`src/rtl/numeruesi_programit_pkg.sv`:
```
// Shared definitions for the program counter sequencer: state encoding and
// default address width.
package numeruesi_programit_pkg;

  localparam int unsigned DEFAULT_AW = 8;

  typedef enum logic [1:0] {
    ST_IDLE   = 2'b00,
    ST_RUN    = 2'b01,
    ST_HALTED = 2'b10
  } state_e;

endpackage : numeruesi_programit_pkg

```
`src/rtl/numeruesi_programit_mux_2ne1_n.sv`:
```
// N-bit wide 2-to-1 vector multiplexer; sel_i=1 selects b_i.
module mux_2ne1_n #(
  parameter int unsigned N = 8
) (
  input  logic         sel_i,
  input  logic [N-1:0] a_i,
  input  logic [N-1:0] b_i,
  output logic [N-1:0] y_o
);

  assign y_o = sel_i ? b_i : a_i;

endmodule : mux_2ne1_n

```
`src/rtl/numeruesi_programit.sv`:
```
// Program counter sequencer: IDLE/RUN/HALTED control with start, stall, halt,
// absolute jump and PC-relative branch; next PC chosen through a mux chain.
module numeruesi_programit
  import numeruesi_programit_pkg::*;
#(
  parameter int unsigned AW         = DEFAULT_AW,
  parameter int unsigned START_ADDR = 0
) (
  input  logic          Clock,
  input  logic          Reset_n,
  input  logic          Start,
  input  logic          Stall,
  input  logic          Halt,
  input  logic          Jump,
  input  logic [AW-1:0] JumpAddr,
  input  logic          Branch,
  input  logic [AW-1:0] BranchOffset,
  output logic [AW-1:0] PC,
  output logic [AW-1:0] PC_Plus1,
  output logic          Running,
  output logic          Done,
  output logic [1:0]    DbgState
);

  localparam logic [AW-1:0] START_PC = AW'(START_ADDR);
  localparam logic [AW-1:0] PC_ONE   = AW'(1);

  state_e        state_q, state_d;
  logic [AW-1:0] pc_q, pc_d;

  logic [AW-1:0] pc_plus1;
  logic [AW-1:0] pc_branch;
  logic [AW-1:0] pc_seq;
  logic [AW-1:0] pc_flow;
  logic [AW-1:0] pc_target;
  logic          advance;

  // Sums are AW bits wide so carries fall off: wrap-around is intended.
  assign pc_plus1  = pc_q + PC_ONE;
  assign pc_branch = pc_plus1 + BranchOffset;

  mux_2ne1_n #(.N(AW)) u_mux_branch (
    .sel_i (Branch),
    .a_i   (pc_plus1),
    .b_i   (pc_branch),
    .y_o   (pc_seq)
  );

  mux_2ne1_n #(.N(AW)) u_mux_jump (
    .sel_i (Jump),
    .a_i   (pc_seq),
    .b_i   (JumpAddr),
    .y_o   (pc_flow)
  );

  mux_2ne1_n #(.N(AW)) u_mux_start (
    .sel_i (Start),
    .a_i   (pc_flow),
    .b_i   (START_PC),
    .y_o   (pc_target)
  );

  // A halt or stall in RUN freezes the PC; Start overrides every other control.
  assign advance = (state_q == ST_RUN) && !Stall && !Halt;

  always_comb begin
    pc_d = pc_q;
    if (Start || advance) begin
      pc_d = pc_target;
    end
  end

  always_ff @(posedge Clock or negedge Reset_n) begin
    if (!Reset_n) begin
      state_q <= ST_IDLE;
      pc_q    <= START_PC;
    end else begin
      state_q <= state_d;
      pc_q    <= pc_d;
    end
  end

  always_comb begin
    state_d = state_q;
    if (Start) begin
      state_d = ST_RUN;
    end else begin
      unique case (state_q)
        ST_IDLE:   state_d = ST_IDLE;
        ST_RUN:    state_d = (!Stall && Halt) ? ST_HALTED : ST_RUN;
        ST_HALTED: state_d = ST_HALTED;
        default:   state_d = ST_IDLE;
      endcase
    end
  end

  always_comb begin
    Running  = (state_q == ST_RUN);
    Done     = (state_q == ST_HALTED);
    DbgState = state_q;
    PC       = pc_q;
    PC_Plus1 = pc_plus1;
  end

endmodule : numeruesi_programit

```
`config.mk`:
```
export PLATFORM = sky130hd
export DESIGN_NAME = numeruesi_programit
export DESIGN_NICKNAME = d
export VERILOG_FILES = /design/src/rtl/numeruesi_programit_pkg.sv /design/src/rtl/numeruesi_programit_mux_2ne1_n.sv /design/src/rtl/numeruesi_programit.sv
export SDC_FILE = /design/constraint.sdc
export NUM_CORES = 1
export LEC_CHECK = 0
export ABC_CLOCK_PERIOD_IN_PS = 2800
export CAP_MARGIN = 30
export CORE_MARGIN = 5
export CORE_UTILIZATION = 50
export CTS_CLUSTER_SIZE = 28
export DETAILED_ROUTE_END_ITERATION = 6
export DONT_BUFFER_PORTS = 1
export PLACE_DENSITY_LB_ADDON = 0.05
export SLEW_MARGIN = 40
export SYNTH_ARGS = -nofsm -noshare
export SYNTH_HDL_FRONTEND = slang
export SYNTH_SLANG_ARGS = --single-unit
export TNS_END_PERCENT = 50
```
`constraint.sdc`:
```
create_clock -name Clock -period 2.8 [get_ports Clock]
set_input_delay 0.28 -clock Clock [delete_from_list [all_inputs] [get_ports Clock]]
set_output_delay 0.28 -clock Clock [all_outputs]
set_load 0.01 [all_outputs]
```
# --- Word level (Yosys, flattened, before mapping) ---
# Index checks and enable logic that the tools add are counted.
classes:
  multipliers: 0
  add_sub_neg: 2
  n_eq_ne: 2
  n_reduce_logical: 6
  n_mux: 6
  magnitude_cmp: 0
  n_bitwise: 0
  shift: 0
  n_div: 0
ops:
  columns: ["op", "count"]
  rows:
  - ["$mux W8", 3]
  - ["$add A8 B1 Y8 const B", 1]
  - ["$add A8 B8 Y8", 1]
  - ["$mux W2", 2]
  - ["$pmux W2 S2", 1]
  - ["$logic_and A1 B1 Y1", 3]
  - ["$eq A2 B1 Y1 const B", 1]
  - ["$eq A2 B2 Y1 const B", 1]
  - ["$logic_not A1 Y1", 2]
  - ["$logic_or A1 B1 Y1", 1]
word_totals:
  output_inout_bits: 20
  mem_count: 0
  input_bits: 23
  romBits: 0
  ram_bits: 0
  word_cells: 18
  latchBits: 0
  register_bits: 10

# --- Depth between registers and ports, before layout ---
depth:
  word_depth: 5
  ltp_mapped: 10
  mapped_depth_nobuf: 10

# --- By module ---
# Synthesis repeated with hierarchy kept, for this count alone.
unflattened:
  hier_cells: 113
  area_unflattened_um2: 1239.9
by_module_without_submodules:
  columns: ["module", "area_per_inst_um2", "instances", "seq_area_each_um2", "cells_per_inst"]
  rows:
  - ["numeruesi_programit", 845.8, 1, 250.2, 86]
  - ["mux_2ne1_n", 131.4, 3, 0.0, 9]

# --- Worst setup path before layout ---
# OpenSTA, ideal clock, no wires.
synth_timing:
  path_type: "register to register"
  from: "register pc_q[0], in the netlist PC[0]"
  to: "register pc_q[7], in the netlist PC[7]"
  setup_slack_ns: 0.086
  stages_incl_launch_ff: 10
  period_less_slack_ns: 2.714
  path_buffers: 0
  t_arrival_ns: 2.583
  cell_sequence: "dfrtp_1 -> ha_1 -> nand3_1 -> or3_1 -> nand2_1 -> ha_1 -> a21o_1 -> a221o_1 -> o2111ai_2 -> or3b_1"
synth_via:
  elab_chain_len: 5
synth_lines:
  columns: ["item", "line", "text"]
  rows:
  - ["start: declaration", "numeruesi_programit.sv:29", "logic [AW-1:0] pc_q, pc_d;"]
  - ["start signal: assignment", "numeruesi_programit.sv:79", "pc_q <= pc_d;"]
  - ["$add A8 B1 Y8", "numeruesi_programit.sv:39", "assign pc_plus1 = pc_q + PC_ONE;"]
  - ["via PC_Plus1[6]", "numeruesi_programit.sv:19", "output logic [AW-1:0] PC_Plus1,"]
  - ["$add A8 B8 Y8", "numeruesi_programit.sv:40", "assign pc_branch = pc_plus1 + BranchOffset;"]
  - ["$mux W8 (3 in a row)", "numeruesi_programit_mux_2ne1_n.sv:11", "assign y_o = sel_i ? b_i : a_i;"]
# The timed path passes the listed nets, and every way through them passes these cells.
# A chain may end at the register's enable or synchronous reset.

# --- Worst setup path in the final report ---
layout_timing:
  from: "register pc_q[0], in the netlist PC[0]"
  to: "register pc_q[7], in the netlist PC[7]"
layout_via:
  elab_chain_len: 5
layout_lines:
  columns: ["item", "line"]
  rows:
  - ["$add A8 B1 Y8 *", "numeruesi_programit.sv:39"]
  - ["$add A8 B8 Y8", "numeruesi_programit.sv:40"]
  - ["$mux W8 * (3 in a row)", "numeruesi_programit_mux_2ne1_n.sv:11"]
# Mark *: on every way between the ends. The rest lies on a longest branch, timed or not.

==> insert_results.sql <==
INSERT INTO impl_metrics (metric_group, metric, value, unit) VALUES
('outcome', 'status', 'finished, final reports clean', ''),
('setup_path', 'cp-start-kind', 'flip-flop', ''),
('drt', 'routedWlPerCell', '17.7', 'um'),
('setup_path', 'cp_cell_sequence', 'ha_1 -> nand3_1 -> or3_1 -> nand2_1 -> ha_1 -> a21o_1 -> a221o_1 -> o2111ai_2 -> or3b_1', ''),
('cells_and_area', 'syn2layout_area_growth', '14.0', '%'),
('global_route', 'remaining_global_route_overflow', '0', ''),
('clocking', 'path_clk_slew', '0.06', 'ns'),
('global_route', 'grt_use_met2', '0.323', ''),
('sta', 'fin_crit', '2.65', 'ns'),
('cells_and_area', 'layout_common_cells', '11 x sky130_fd_sc_hd__buf_4, 10 x sky130_fd_sc_hd__dfrtp_1, 10 x sky130_fd_sc_hd__inv_1, 10 x sky130_fd_sc_hd__ha_1', ''),
('yosys', 'asyncSetResetFlopFracSynth', '1.00', ''),
('yosys', 'ys_seq_area_frac', '0.248', ''),
('floorplan', 'design.portCount', '43', ''),
('cells_and_area', 'num_antenna_cells', '0', ''),
('clocking', 'clock_tree.buffer_depth', '2', ''),
('floorplan', 'floorplan.die.height', '54.9', 'um'),
('yosys', 'post_synthesis_mux_area_share', '0.0458', ''),
('drt', 'post_drt_via_cell_ratio', '6.04', ''),
('setup_path', 'required', '2.94', 'ns'),
('clocking', 'postCtsSetupRepairBufs', '0', ''),
('cells_and_area', 'layout_commonest_cell', 'sky130_fd_sc_hd__buf_4', ''),
('setup_path', 'timing.setup.critical_path_class', 'reg2reg', ''),
('clocking', 'clock-sinks', '10', ''),
('yosys', 'synth.yosys.warnings', '0', ''),
('floorplan', 'placeableCoreArea', '0.00194', 'mm^2'),
('yosys', 'number_of_enable_flip_flop_cells_after_synthesis', '0', ''),
('setup_path', 'cpMostUsedCell', 'sky130_fd_sc_hd__ha_1', ''),
('sta', 'layout_worst_path_cycle_share', '0.946', ''),
('power_and_ir_drop', 'pwr_density_cell', '349', 'mW/mm^2'),
('cells_and_area', 'finalNetCount', '168', ''),
('sta', 'fin_hold_ws', '0.0812', 'ns'),
('floorplan', 'placement_rows', '16', ''),
('clocking', 'clock_latency_at_the_later_pin_of_the_worst_skew_pair', '0.26', 'ns'),
('yosys', 'postSynthRegisterBits', '10', ''),
('cells_and_area', 'drive_above_1_share', '0.152', ''),
('floorplan', 'floorplan.initialDensity', '0.520', ''),
('drt', 'route.vias.total', '961', ''),
('sta', 'setup_viol', '0', ''),
('global_route', 'grt_antenna_before_repair', '0', ''),
('global_route', 'wire_length_of_the_first_global_routing_pass', '4110', 'um'),
('placement', 'portBuffers', '0', ''),
('yosys', 'post_synth_and_or_nand_nor_area_fraction', '0.200', ''),
('global_route', 'number_of_global_route_vias_before_repair', '911', ''),
('yosys', 'synth_adder_area_share', '0.144', ''),
('drt', 'finalWirelength', '2810', 'um'),
('placement', 'place_hpwl', '2360', 'um'),
('sta', 'final.setup.tns', '0', 'ns'),
('yosys', 'postSynthNetCount', '153', ''),
('cells_and_area', 'finish.instance_area', '0.00115', 'mm^2'),
('job', 'max_cap_violations', '0', ''),
('clocking', 'cts_inserted_buffers', '3', ''),
('sta', 'slew_headroom', '0.512', ''),
('yosys', 'synth_area_in_compound_gates', '0.254', ''),
('setup_path', 'slowest_delay', '0.38', 'ns'),
('clocking', 'cts_root_buffer', 'sky130_fd_sc_hd__clkbuf_4', ''),
('drt', 'drtIter0Drc', '26', ''),
('setup_path', 'cpMaxStageDelayCell', 'sky130_fd_sc_hd__or3_1', ''),
('global_route', 'grt_use_met1', '0.238', ''),
('sta', 'rsz_0062_raised_after_global_routing', 'no', ''),
('yosys', 'synth_ff_type', 'sky130_fd_sc_hd__dfrtp_1', ''),
('global_route', 'grt_busiest_layer', 'met2', ''),
('setup_path', 'arrival', '2.79', 'ns'),
('drt', 'drc_errors', '0', ''),
('clocking', 'post_cts_hold_buffer_count', '1', ''),
('setup_path', 'worstSetupEndpointType', 'flip-flop', ''),
('clocking', 'cts_htree_levels', '1', ''),
('drt', 'ant_nets', '0', ''),
('yosys', 'largest_family_of_logic_cells_by_synthesized_area', 'compound AO/OA/AOI/OAI gates', ''),
('power_and_ir_drop', 'largest_vdd_supply_drop', '0.220', 'mV'),
('clocking', 'post_cts_resized', '0', ''),
('sta', 'worst_margin_pin_slew', '0.730', 'ns');
-- per-stage QoR --
step / power (uW) / worst slack, ns / cells / util
final: 402 / 0.151 / 159 / 0.593
after global routing: 425 / 0.0546 / 159 / 0.593
after global placement: 301 / 0.243 / 155 / 0.576
after detailed placement: 306 / 0.167 / 155 / 0.576
after CTS: 404 / 0.159 / 159 / 0.593
after floorplan: 269 / 0.0857 / 119 / -
-- cell families after synthesis --
group | Yosys count
DFF | 10
xor gates and xnor gates | 7
and+or+nand+nor | 39
buffers and inverters | 13
muxes | 4
adders and majority gates | 11
AOI/OAI and AO/OA | 35
-- cell type report --
class	count	area, um^2
Fill cell	193	791
Sequential cell	10	250
Timing Repair Buffer	12	92.6
Multi-Input combinational cell	96	711
Clock buffer	3	22.5
Inverter	11	41.3
Tap cell	27	33.8
-- flip-flops by register name (all words and copies together) (netlist names) --
name	cells
PC	8
DbgState	2
-- where the power goes --
part / internal (uW) / switching [uW] / total, uW
Clock: 49.5 / 45.4 / 94.9
Sequential: 153 / 10.3 / 163
Combinational: 64.1 / 80.2 / 144
-- final timing paths --
kind,startpoint,endpoint,slack (ns),cells past startpoint
max,PC[0],PC[7],0.15,9
min,Start,DbgState[1],0.08,1
max reg2reg,PC[0],PC[7],0.15,9
min reg2reg,PC[5],PC[5],0.64,2
max in group asynchronous,Reset_n,PC[7],2.06,1
min in group asynchronous,Reset_n,DbgState[1],0.41,1
-- synth_stat cells (2+ instances only) --
master                      n  area (um^2)
sky130_fd_sc_hd__dfrtp_1   10          250
sky130_fd_sc_hd__ha_1      10          125
sky130_fd_sc_hd__inv_1     10         37.5
sky130_fd_sc_hd__nor2_1     9         33.8
sky130_fd_sc_hd__o21ai_0    9         45.0
sky130_fd_sc_hd__nand2_1    8         30.0
sky130_fd_sc_hd__nand3_1    5         25.0
sky130_fd_sc_hd__xnor2_1    5         43.8
sky130_fd_sc_hd__a211oi_1   4         30.0
sky130_fd_sc_hd__a21oi_1    4         20.0
sky130_fd_sc_hd__and3_1     3         18.8
sky130_fd_sc_hd__nand2b_1   3         18.8
sky130_fd_sc_hd__nor2b_1    3         18.8
sky130_fd_sc_hd__a21o_1     2         15.0
sky130_fd_sc_hd__a32o_1     2         20.0
sky130_fd_sc_hd__a32oi_1    2         17.5
sky130_fd_sc_hd__clkbuf_1   2         7.51
sky130_fd_sc_hd__mux2i_1    2         20.0
sky130_fd_sc_hd__nor3_1     2         10.0
sky130_fd_sc_hd__o21a_1     2         15.0
sky130_fd_sc_hd__xor2_1     2         17.5
-- worst max-delay path, delay by kind of cell, from the launching register on --
family                     cells  cell delay [ns]
adders and majority gates      2             0.46
and+or+nand+nor                4             0.98
AOI/OAI and AO/OA              3             0.74
DFF                            1             0.35
-- routing by layer --
metal / routed length [um] / share of wire
met2: 1340 / 0.48
met5: 0 / 0
met3: 244 / 0.087
met4: 27 / 0.0096
met1: 1190 / 0.42
No activity file was read; power rests on OpenSTA's default activity.
